==> config.mk <==
export PLATFORM = sky130hd
export DESIGN_NAME = tst_din_ctrl
export DESIGN_NICKNAME = d
export VERILOG_FILES = /design/src/rtl/tst_din_ctrl.sv
export SDC_FILE = /design/constraint.sdc
export NUM_CORES = 1
export LEC_CHECK = 0
export ABC_CLOCK_PERIOD_IN_PS = 3050
export BUFFER_PORTS_ARGS = -buffer_cell sky130_fd_sc_hd__buf_2
export CELL_PAD_IN_SITES_DETAIL_PLACEMENT = 0
export CELL_PAD_IN_SITES_GLOBAL_PLACEMENT = 1
export CORE_AREA = 4 4 128 160
export CTS_CLUSTER_DIAMETER = 50
export CTS_CLUSTER_SIZE = 12
export DETAILED_ROUTE_END_ITERATION = 16
export DIE_AREA = 0 0 132 164
export GPL_TIMING_DRIVEN = 1
export MAX_ROUTING_LAYER = met4
export PLACE_DENSITY_LB_ADDON = 0.08
export SLEW_MARGIN = 15
export SYNTH_ARGS = -nofsm -noshare
export SYNTH_HDL_FRONTEND = slang
export SYNTH_SLANG_ARGS = --single-unit
==> constraint.sdc <==
create_clock -name clk_aie -period 3.05 [get_ports clk_aie]
set_input_delay 0.305 -clock clk_aie [delete_from_list [all_inputs] [get_ports clk_aie]]
set_output_delay 0.305 -clock clk_aie [all_outputs]
set_load 0.02 [all_outputs]
==> src/rtl/tst_din_ctrl.sv <==
// tst_din_ctrl: AIE-domain framed ramp test-data source on an AXI4-Stream master, counting completed frames
module tst_din_ctrl #(
  parameter int DATA_WIDTH      = 128,
  parameter int BEATS_PER_FRAME = 1024
) (
  input  logic                  clk_aie,
  input  logic                  rst_aie,
  input  logic                  test_en_aie,
  input  logic [31:0]           num_frames_aie,
  output logic [DATA_WIDTH-1:0] m_axis_tdata,
  output logic                  m_axis_tvalid,
  input  logic                  m_axis_tready,
  output logic                  m_axis_tlast,
  output logic [31:0]           itecnt_aie,
  output logic                  busy_aie,
  output logic                  done_aie
);
  localparam int LANES = DATA_WIDTH / 32;
  localparam int BW    = $clog2(BEATS_PER_FRAME);
  typedef enum logic [1:0] {IDLE, RUN, FINISH, DONE} state_t;
  state_t                  state, state_n;
  logic [BW-1:0]           beat, beat_n;
  logic [31:0]             target, target_n, itecnt_n, cnt_inc;
  logic [DATA_WIDTH-1:0]   tdata_n;
  logic                    xfer, last_xfer, hit, valid_n, tlast_n;
  always_comb begin
    xfer      = m_axis_tvalid && m_axis_tready;
    last_xfer = xfer && m_axis_tlast;
    cnt_inc   = itecnt_aie + 32'd1;
    hit       = target != 32'd0 && cnt_inc == target;
    state_n   = state;
    beat_n    = beat;
    itecnt_n  = itecnt_aie;
    target_n  = target;
    case (state)
      IDLE: if (test_en_aie) begin
        state_n  = RUN;
        beat_n   = '0;
        itecnt_n = '0;
        target_n = num_frames_aie;
      end
      RUN, FINISH: if (last_xfer) begin
        beat_n   = '0;
        itecnt_n = cnt_inc;
        state_n  = hit ? DONE : (state == FINISH || !test_en_aie) ? IDLE : RUN;
      end else begin
        beat_n  = xfer ? beat + 1'b1 : beat;
        state_n = test_en_aie ? state : FINISH;
      end
      DONE: state_n = test_en_aie ? DONE : IDLE;
      default: state_n = IDLE;
    endcase
    // Outputs are registered from next-state values so the first beat lands one cycle after enable
    valid_n = state_n == RUN || state_n == FINISH;
    tlast_n = valid_n && beat_n == BW'(BEATS_PER_FRAME - 1);
    tdata_n = '0;
    for (int k = 0; k < LANES; k++)
      tdata_n[32*k +: 32] = valid_n ? {itecnt_n[7:0], 24'(beat_n) * 24'(LANES) + 24'(k)} : 32'd0;
  end
  always_ff @(posedge clk_aie) begin
    if (rst_aie) begin
      state         <= IDLE;
      beat          <= '0;
      target        <= '0;
      itecnt_aie    <= '0;
      m_axis_tdata  <= '0;
      m_axis_tvalid <= 1'b0;
      m_axis_tlast  <= 1'b0;
      busy_aie      <= 1'b0;
      done_aie      <= 1'b0;
    end else begin
      state         <= state_n;
      beat          <= beat_n;
      target        <= target_n;
      itecnt_aie    <= itecnt_n;
      m_axis_tdata  <= tdata_n;
      m_axis_tvalid <= valid_n;
      m_axis_tlast  <= tlast_n;
      busy_aie      <= valid_n;
      done_aie      <= state_n == DONE;
    end
  end
endmodule

==> results of run 1 <==
## Yosys cell counts (16+ instances only)
cell	count
a21oi_1	76
and2_1	17
nand2_1	108
nor2_1	51
nor3_1	16
clkbuf_1	34
nor4_1	16
xnor2_1	28
buf_4	112
dfxtp_1	98
o21ai_0	35
nand4_1	18
nand3_1	19
## kinds of logic after synthesis
logic type	after synthesis
xor gates and xnor gates	40
AOI/OAI and AO/OA	175
other	1
buffers and inverters	166
DFF	98
and+or+nand+nor	308
adders and majority gates	8
## sequential cells by signal, summed over array words and instances, names as in the netlist
signal        cells
beat             10
m_axis_tdata     19
m_axis_tlast      1
itecnt_aie       32
busy_aie          1
state             2
target           32
done_aie          1
## path summary, 6_finish.rpt
path / startpoint / endpoint / slack, ns / cells after the start
setup reg to reg: itecnt_aie[4] / m_axis_tlast / 0.02 / 10
setup / recovery: itecnt_aie[4] / m_axis_tlast / 0.02 / 10
hold / removal: num_frames_aie[14] / target[14] / 0.19 / 3
hold reg to reg: target[19] / target[19] / 0.49 / 2
## power by group through the flow
stage	Clock (mW)	Combinational, mW	Sequential, mW
after floorplan	0	0.373	1.38
after global placement	0	0.476	1.39
after detailed placement	0	0.478	1.39
after CTS	1.23	0.481	1.36
after global routing	1.28	0.526	1.36
final	1.19	0.478	1.36
## repair_timing
action,in CTS,in global routing
pin swaps,6,6
gates resized for setup,10,12
buffers inserted,6,4
setup endpoints to repair,20,20
## area by class of cell
| cell class | count | area, um2 | share of cell area, % |
|---|---|---|---|
| flip-flops and latches | 98 | 1987 | 26.65 |
| clock buffers | 11 | 252.7 | 3.390 |
| multi-input cells | 583 | 3440 | 46.14 |
| well taps | 232 | 290.3 | 3.894 |
| repair buffers | 230 | 1400 | 18.78 |
| inverters | 9 | 33.78 | 0.4532 |
| clock inverters | 4 | 51.30 | 0.6882 |
## critical path: cells and delay by family (launching register included)
kind | cells | cell delay (ns)
adder cells (fa/ha/maj) | 1 | 0.27
AND/OR/NAND/NOR | 6 | 1.61
AO/OA/AOI/OAI | 3 | 0.69
flip-flops | 1 | 0.34
## metal layers
layer | part of all wire (%) | track usage [%]
met5 | 0 | -
met4 | 2.2 | 6.304
met3 | 5.1 | 2.849
met2 | 51 | 33.54
met1 | 42 | 22.13
## through the flow
stage	power [mW]	area, um2	util (%)	setup TNS, ns
6_report	3.023	7455	39.55	0
5_1_grt	3.164	7455	39.55	-0.8503
4_1_cts	3.064	7382	39.17	0
3_5_place_dp	1.866	6993	37.10	-0.07108
3_3_place_gp	1.863	6993	37.10	-0.06755
2_1_floorplan	1.752	6434	-	-0.01211
==> impl_metrics.ini, run 1 <==
[sta]
timing_worst_slew_pin_value_ns = 0.6206
timing.clock.skew_ns = 0.008345
drv_slew = 0
finalWorstPathRequiredPeriod_ns = 3.032
final_min_period_over_clock_period_pct = 99.40
max_clock_freq_ghz = 0.3299
postLayoutSetupSlackWorst_ns = 0.01835
worst_slew_margin_rel_pct = 58.62
finalSetupViolCount = 0
grt_setup_unrepaired = yes
hold_slack_ns = 0.1877
timing_hold_violations_final = 0

[layout]
antenna-diode-count = 0
mostFrequentLayoutCell = buf_2
finalNetCount = 975
drive_gt1_share_pct = 31.23
n_fill_cell = 1996
final_cells = 1167
most_used_cells_in_the_layout_excluding_fill_and_tap_cells = buf_2, nand2_1, dfxtp_1
flow.area_growth_from_synthesis_pct = 21.02

[floorplan]
top_level_ports = 200
design.core.area_um2 = 18850
initial_cell_density_of_the_core_pct = 32.68
row_count = 56
floorplan.die_area_um2 = 21650
die_width_um = 132
dieHeight_um = 164

[global_routing]
wire_length_of_the_first_global_routing_pass_mm = 31.70
via_count_of_the_first_global_routing_pass = 5762
antenna_found_initial = 0
grt_max_degree = 38
grt_overflow_total = 0
global_route.usage.total_pct = 18.97

[logic_synthesis]
avg_cell_area_syn_um2 = 7.738
synth_compound_gate_area_share_pct = 17.79
yosys_warnings = 0
yosys.area_share.simple_pct = 25.84
mappedNetlistArea_um2 = 6160
yosys-mux-area-fraction_pct = 0
synth_top_cells_by_area = dfxtp_1, buf_4, nand2_1
synth_cell_type_count = 62
synth-seq-area-share_pct = 31.85
synth-xor-area-share_pct = 5.688
synth_top_family_by_area = simple AND/OR/NAND/NOR gates
yosysTopAreaCellShare_pct = 31.85
post_synth_arst_share_pct = 0
netlist.top_cell.by_area = dfxtp_1
synthFlopType = dfxtp_1
syn-instance-count = 796
area_share_of_fa_ha_maj_cells_after_synthesis_pct = 1.625
yosys_register_bits = 98
synth-edff-count = 0

[power_and_ir_drop]
share_comb_of_total_power_pct = 15.8
clock_power_share_pct = 39.3
internal_power_mw = 2.150
cellLeakagePower_nw = 3.301
max-vdd-ir-drop_mv = 0.2279
pwr_density_cell_nw_per_um2 = 405.5
power.net_switching_mw = 0.8725
power.share.switching_pct = 28.87
pwr-share-seq_pct = 44.8

[min_path]
worstHoldPathType = input pin to flop

[worst_setup_path]
cp.arrival_ns = 3.28
critPathMaxFanout = 4
critical_path_class = flop to flop
path_cells = nand4_1, or4_4, or2_1, a311o_1, a2111oi_4, nand4_2, o21ai_1, ha_1, and2_1, and4_1
critPathLaunchType = flop
critical_path.endpoint_type = flop
cpMaxStageDelayCell = or4_4
max_stage_delay_ns = 0.64
crit_required_ns = 3.30

[place]
hpwlAfterDp_mm = 15.85
worst_setup_slack_after_placement_ns = -0.03229
placed_cells_incl_taps = 1142
gpl.final_weighted_congestion = 0.9250
portBuffers = 147

[detailed_routing]
antenna_violating_nets_post_route = 0
vias_per_cell = 5.115
routed_wirelength_mm = 20.67
drt_drc_violations_left = 0
num_vias = 5969
detail_route.wl_per_cell_um = 17.71
drt_iter0_markers = 421
dr.pass1.iters = 6

[cts]
max-clock-path-buffers = 2
hold_buffers = 0
cts_made_buffers = 9
post_cts_clock_slew_at_the_launch_and_capture_registers_of_the_worst_setup_and_hold_paths_ns = 0.07
clock_latency_ns = 0.35
clock_tree_from_tritoncts = yes
cts-htree-levels = 3
ctsRootBufferMaster = clkbuf_16
cts_num_sinks = 98

[run_status]
outcome = finished clean

[job]
max_cap_viol_count = 0
Note: power is estimated with default switching activity, not from simulation.
==> run 2: changes to the inputs <==
==> config.mk (replaced) <==
export PLATFORM = sky130hd
export DESIGN_NAME = tst_din_ctrl
export DESIGN_NICKNAME = d
export VERILOG_FILES = /design/src/rtl/tst_din_ctrl.sv
export SDC_FILE = /design/constraint.sdc
export NUM_CORES = 1
export LEC_CHECK = 0
export ABC_AREA = 1
export ABC_CLOCK_PERIOD_IN_PS = 3050
export BUFFER_PORTS_ARGS = -buffer_cell sky130_fd_sc_hd__buf_2
export CELL_PAD_IN_SITES_DETAIL_PLACEMENT = 0
export CELL_PAD_IN_SITES_GLOBAL_PLACEMENT = 1
export CORE_AREA = 4 4 162 132
export CTS_CLUSTER_DIAMETER = 50
export CTS_CLUSTER_SIZE = 12
export DETAILED_ROUTE_END_ITERATION = 16
export DIE_AREA = 0 0 166 136
export GPL_TIMING_DRIVEN = 1
export MAX_ROUTING_LAYER = met4
export PLACE_DENSITY_LB_ADDON = 0.08
export SYNTH_ARGS = -nofsm -noshare
export SYNTH_HDL_FRONTEND = slang
export SYNTH_SLANG_ARGS = --single-unit
==> impl_metrics.ini, run 2 <==
[run_status]
outcome = finished clean

[detailed_routing]
routed_wirelength_mm = 20.40
vias_per_cell = 4.339
num_vias = 6009
drt_drc_violations_left = 0
drt_iter0_markers = 401
antenna_violating_nets_post_route = 0
dr.pass1.iters = 5
detail_route.wl_per_cell_um = 14.73

[worst_setup_path]
path_cells = nand2_1, nor2_2, buf_4, nand3_1, xnor3_1, nor2_2, nand3_1, nor2_1, nand3_1, nand3_1, nand2_1, nand2_1, nand2_2, inv_1, ha_4, nand2_4, clkbuf_16, nor2_1
critical_path.startpoint = itecnt_aie[5]
critical-path-top-delay-family = simple AND/OR/NAND/NOR gates
critPathMaxFanout = 9
critPathLaunchType = flop
cpMaxStageDelayCell = dfxtp_2
crit-reg2reg-launch = itecnt_aie[5]
crit_required_ns = 3.30
worst_r2r_path_depth = 18
cp.arrival_ns = 3.09
timing.critical_path.mode_cell = nand3_1
critical_path.endpoint_type = flop
worstSetupPathDepth = 18
critical_path_class = flop to flop
max_stage_delay_ns = 0.37
buffer_and_inverter_count_on_the_worst_path = 3

[global_routing]
antenna_found_initial = 0
wire_length_of_the_first_global_routing_pass_mm = 30.53
via_count_of_the_first_global_routing_pass = 5433
grt_max_degree = 46
grt_overflow_total = 0
global_route.usage.total_pct = 17.82

[layout]
antenna-diode-count = 0
drive_gt1_share_pct = 26.40
most_used_cells_in_the_layout_excluding_fill_and_tap_cells = nand2_1, buf_2, nor2_1
flow.area_growth_from_synthesis_pct = 21.57
top_regs = itecnt_aie x32, target x32, m_axis_tdata x19
layout.cell_area.non_filler_um2 = 7596
finalNetCount = 1160
mostFrequentLayoutCell = nand2_1

[min_path]
timing.hold.worst_path_depth = 3
hp-start = num_frames_aie[9]
worstHoldPathType = input pin to flop

[floorplan]
design.core.area_um2 = 19740
floorplan.die_area_um2 = 22580
row_count = 46
initial_cell_density_of_the_core_pct = 31.65
dieHeight_um = 136
die_width_um = 166
top_level_ports = 200

[logic_synthesis]
synth_compound_gate_area_share_pct = 8.851
synth_top_family_by_area = simple AND/OR/NAND/NOR gates
yosys_register_bits = 98
avg_cell_area_syn_um2 = 6.402
synth_top_cells_by_area = dfxtp_1, nand2_1, buf_4
top_cells_by_instance_count_after_synthesis = nand2_1, nor2_1, buf_4, inv_1, dfxtp_1
synth-xor-area-share_pct = 1.702
yosys.area_share.simple_pct = 35.34
synth_cell_type_count = 35
synth-seq-area-share_pct = 31.40
most_instantiated_library_cell_after_synthesis = nand2_1
mappedNetlistArea_um2 = 6248
syn-instance-count = 976
netlist.top_cell.by_area = dfxtp_1
area_share_of_fa_ha_maj_cells_after_synthesis_pct = 1.602
yosys_warnings = 0
synthFlopType = dfxtp_1
yosys-mux-area-fraction_pct = 0
post_synth_arst_share_pct = 0
synth-edff-count = 0
yosysTopAreaCellShare_pct = 31.40

[cts]
post_cts_clock_slew_at_the_launch_and_capture_registers_of_the_worst_setup_and_hold_paths_ns = 0.07
clock_latency_ns = 0.36
cts-htree-levels = 3
cts_num_sinks = 98
max-clock-path-buffers = 2
clock_tree_from_tritoncts = yes
hold_buffers = 0
ctsRootBufferMaster = clkbuf_16
cts_made_buffers = 9

[sta]
timing_worst_slew_pin_value_ns = 0.6113
timing_hold_violations_final = 0
finalWorstPathRequiredPeriod_ns = 2.838
drv_slew = 0
timing.clock.skew_ns = 0.007993
max_clock_freq_ghz = 0.3524
finalSetupViolCount = 0
worst_slew_margin_rel_pct = 59.24
final_min_period_over_clock_period_pct = 93.05

[job]
max_cap_viol_count = 0

[power_and_ir_drop]
max-vdd-ir-drop_mv = 0.3206
p_total_mw = 4.643
pwr_density_cell_nw_per_um2 = 611.2
cellLeakagePower_nw = 3.726

[place]
gpl.final_weighted_congestion = 0.9088
hpwlAfterDp_mm = 15.92
portBuffers = 147
placed_area_um2 = 7068
run 2: cell types whose count changed after synthesis, moves of 11 or more:
cell	previous run	this run
a21oi_1	76	48
and2_1	17	3
clkbuf_1	34	19
inv_1	9	108
nand2_1	108	244
nand3_1	19	69
nand4_1	18	6
nor2_1	51	151
nor3_1	16	5
nor4_1	16	0
xnor2_1	28	2
run 2: layout make-up:
class | count | area [um2]
Clock buffer | 11 | 242.7
Tap cell | 264 | 330.3
Sequential cell | 98 | 1982
Clock inverter | 5 | 36.28
Fill cell | 2172 | 12150
Timing Repair Buffer | 209 | 1290
Multi-Input combinational cell | 689 | 3306
Inverter | 109 | 409.1
run 2: worst reg2reg max path, delay by kind of cell (launching register included):
family	cells	cell delay, ns
xor+xnor	1	0.26
fa+ha+maj	1	0.21
buf+inv	3	0.42
flops	1	0.37
simple gates	13	1.48
run 2: cell families (layout without fill, tap and decap cells):
family / after synthesis / count (layout)
other: 1 / 52
AOI/OAI and AO/OA: 106 / 106
DFF: 98 / 98
and+or+nand+nor: 514 / 514
adders and majority gates: 8 / 8
buffers and inverters: 240 / 334
xor gates and xnor gates: 9 / 9
run 2: path summary, 6_finish.rpt:
| path | to | slack (ns) |
|---|---|---|
| setup / recovery | m_axis_tdata[106] | 0.21 |
| hold / removal | target[9] | 0.20 |
| setup reg to reg | m_axis_tdata[106] | 0.21 |
| hold reg to reg | target[29] | 0.49 |
run 2: metal layers:
layer  vias up  track usage [%]  routed length, um
li1       3178                -                  -
met1      2665            26.33              11020
met2       154            25.32               8278
met3        12            2.907                903
met4         0            4.169                201
met5         -                -                  0
run 2: metrics by stage:
step           hold slack [ns]  cells  setup TNS (ns)  utilization (%)  setup slack [ns]
5_1_grt                 0.2108   1385         -0.1297            38.48          -0.02129
6_report                0.1955   1385               0            38.48            0.2120
3_5_place_dp            0.4871   1364               0            35.80           0.04664
2_1_floorplan           0.4571   1027               0                -           0.07607
3_3_place_gp            0.4815   1364               0            35.80           0.08301
4_1_cts                 0.1846   1380               0            37.22           0.02799
run 2: repair_timing:
item | in CTS | in global routing
endpoints found under the setup margin | 0 | 21
resized for setup | 0 | 58
buffers inserted | 0 | 3
run 2: where the power goes:
group	internal [mW]	switching [mW]	leakage (nW)
logic	0.687	1.24	2.78
clock network	0.582	0.549	0.140
registers	1.44	0.147	0.804
==> run 3: changes to the inputs <==
--- a/config.mk
+++ b/config.mk
@@ -10,11 +10,11 @@
 export BUFFER_PORTS_ARGS = -buffer_cell sky130_fd_sc_hd__buf_2
 export CELL_PAD_IN_SITES_DETAIL_PLACEMENT = 0
 export CELL_PAD_IN_SITES_GLOBAL_PLACEMENT = 1
-export CORE_AREA = 4 4 162 132
+export CORE_AREA = 2 2 160 130
 export CTS_CLUSTER_DIAMETER = 50
 export CTS_CLUSTER_SIZE = 12
 export DETAILED_ROUTE_END_ITERATION = 16
-export DIE_AREA = 0 0 166 136
+export DIE_AREA = 0 0 162 132
 export GPL_TIMING_DRIVEN = 1
 export MAX_ROUTING_LAYER = met4
 export PLACE_DENSITY_LB_ADDON = 0.08
==> impl_metrics.ini, run 3 (synthesis results as in run 2) <==
[run_status]
outcome = finished clean

[power_and_ir_drop]
power.net_switching_mw = 1.905
share_comb_of_total_power_pct = 39.8
clock_power_share_pct = 26.0
max-vdd-ir-drop_mv = 0.2938
power.share.switching_pct = 41.03
pwr-share-seq_pct = 34.2
cellLeakagePower_nw = 3.739
pwr_density_cell_nw_per_um2 = 612.0
internal_power_mw = 2.739
p_total_mw = 4.644

[worst_setup_path]
critPathLaunchType = flop
critical-path-top-delay-family = simple AND/OR/NAND/NOR gates
max_stage_delay_ns = 0.34
critical_path.endpoint_type = flop
cpMaxStageDelayCell = dfxtp_1
buffer_and_inverter_count_on_the_worst_path = 4
path_cells = buf_4, nand2_2, nor2_4, nand2_2, nor2_8, buf_4, nand3b_1, nand3_1, nand2_1, nor2_1, nand2_1, nor2_1, nand3_1, nand3_1, nand2_1, nand2_1, nand2_2, inv_1, ha_1, nand2_4, clkbuf_16, nor2_1
timing.critical_path.mode_cell = nand2_1
critical_path_class = flop to flop
critPathMaxFanout = 9
cp.arrival_ns = 3.09
crit_required_ns = 3.30

[sta]
final_min_period_over_clock_period_pct = 93.21
timing.clock.skew_ns = 0.01225
max_clock_freq_ghz = 0.3518
postLayoutSetupSlackWorst_ns = 0.2072
finalWorstPathRequiredPeriod_ns = 2.843
finalSetupViolCount = 0
drv_slew = 0
worst_slew_margin_rel_pct = 53.66
timing_hold_violations_final = 0
hold_slack_ns = 0.1877
timing_worst_slew_pin_value_ns = 0.6944

[global_routing]
grt_overflow_total = 0
global_route.usage.total_pct = 18.83
wire_length_of_the_first_global_routing_pass_mm = 30.12
antenna_found_initial = 0
grt_max_degree = 46
via_count_of_the_first_global_routing_pass = 5427

[floorplan]
die_width_um = 162
top_level_ports = 200
initial_cell_density_of_the_core_pct = 31.74
design.core.area_um2 = 19680
floorplan.die_area_um2 = 21380
row_count = 46
dieHeight_um = 132

[detailed_routing]
routed_wirelength_mm = 19.80
vias_per_cell = 4.353
num_vias = 6038
dr.pass1.iters = 5
drt_drc_violations_left = 0
detail_route.wl_per_cell_um = 14.27
antenna_violating_nets_post_route = 0
drt_iter0_markers = 410

[layout]
mostFrequentLayoutCell = nand2_1
register_area_um2 = 1983
n_fill_cell = 2211
drive_gt1_share_pct = 26.63
multiInputGateArea_um2 = 3299
most_used_cells_in_the_layout_excluding_fill_and_tap_cells = nand2_1, buf_2, nor2_1
finalNetCount = 1162
layout.cell_area.non_filler_um2 = 7589
flow.area_growth_from_synthesis_pct = 21.45
top_regs = itecnt_aie x32, target x32, m_axis_tdata x19
antenna-diode-count = 0
final_cells = 1387

[min_path]
worstHoldPathType = input pin to flop

[place]
portBuffers = 147
worst_setup_slack_after_placement_ns = -0.02187
placed_cells_incl_taps = 1366
gpl.final_weighted_congestion = 0.8593
hpwlAfterDp_mm = 15.54
placed_area_um2 = 7058

[cts]
clock_tree_from_tritoncts = yes
clock_latency_ns = 0.36
post_cts_clock_slew_at_the_launch_and_capture_registers_of_the_worst_setup_and_hold_paths_ns = 0.07
cts_num_sinks = 98
hold_buffers = 0
cts-htree-levels = 3
max-clock-path-buffers = 2
cts_made_buffers = 9
ctsRootBufferMaster = clkbuf_16

[job]
max_cap_viol_count = 0
[run 3: power groups by stage]
stage | registers, mW | logic, mW | clock network, mW
2_1_floorplan | 1.59 | 1.16 | 0
3_3_place_gp | 1.62 | 1.75 | 0
3_5_place_dp | 1.62 | 1.73 | 0
4_1_cts | 1.59 | 1.74 | 1.25
5_1_grt | 1.61 | 2.06 | 1.30
6_report | 1.59 | 1.85 | 1.21
[run 3: path summary, 6_finish.rpt]
kind,from,endpoint,depth (start not counted),slack (ns)
worst max-delay path,itecnt_aie[12],m_axis_tdata[102],22,0.21
worst min-delay path,num_frames_aie[28],target[28],3,0.19
worst max register to register,itecnt_aie[12],m_axis_tdata[102],22,0.21
worst min register to register,target[11],target[11],2,0.49
[run 3: per-stage QoR]
stage | setup TNS, ns | utilization (%)
2_1_floorplan | 0 | -
3_3_place_gp | -0.3316 | 35.86
3_5_place_dp | -0.09425 | 35.86
4_1_cts | 0 | 37.57
5_1_grt | -0.1034 | 38.55
6_report | 0 | 38.55
[run 3: worst min-delay path: stages]
cell and delay, ns:
buf_2 0.07, o21ai_0 0.07, nor2_1 0.07
[run 3: what timing repair did]
| item | CTS | global route |
|---|---|---|
| endpoints found under the setup margin | 16 | 21 |
| gates resized for setup | 1 | 58 |
| cloned | 0 | 1 |
| buffers inserted | 2 | 2 |
| pin swaps | 1 | 7 |
[run 3: cell type report]
type,instances,area share [%]
Sequential cell,98,26.13
Clock inverter,5,0.8079
Inverter,109,5.392
Clock buffer,11,3.199
Timing Repair Buffer,211,16.64
Tap cell,264,4.353
Multi-Input combinational cell,689,43.48
[run 3: metal layers]
layer  track usage [%]  up-vias  wire [um]
li1                  -     3180          -
met1             27.75     2684      10630
met2             27.09      162       8036
met3             2.674       12        920
met4             4.130        0        207
met5                 -        -          0
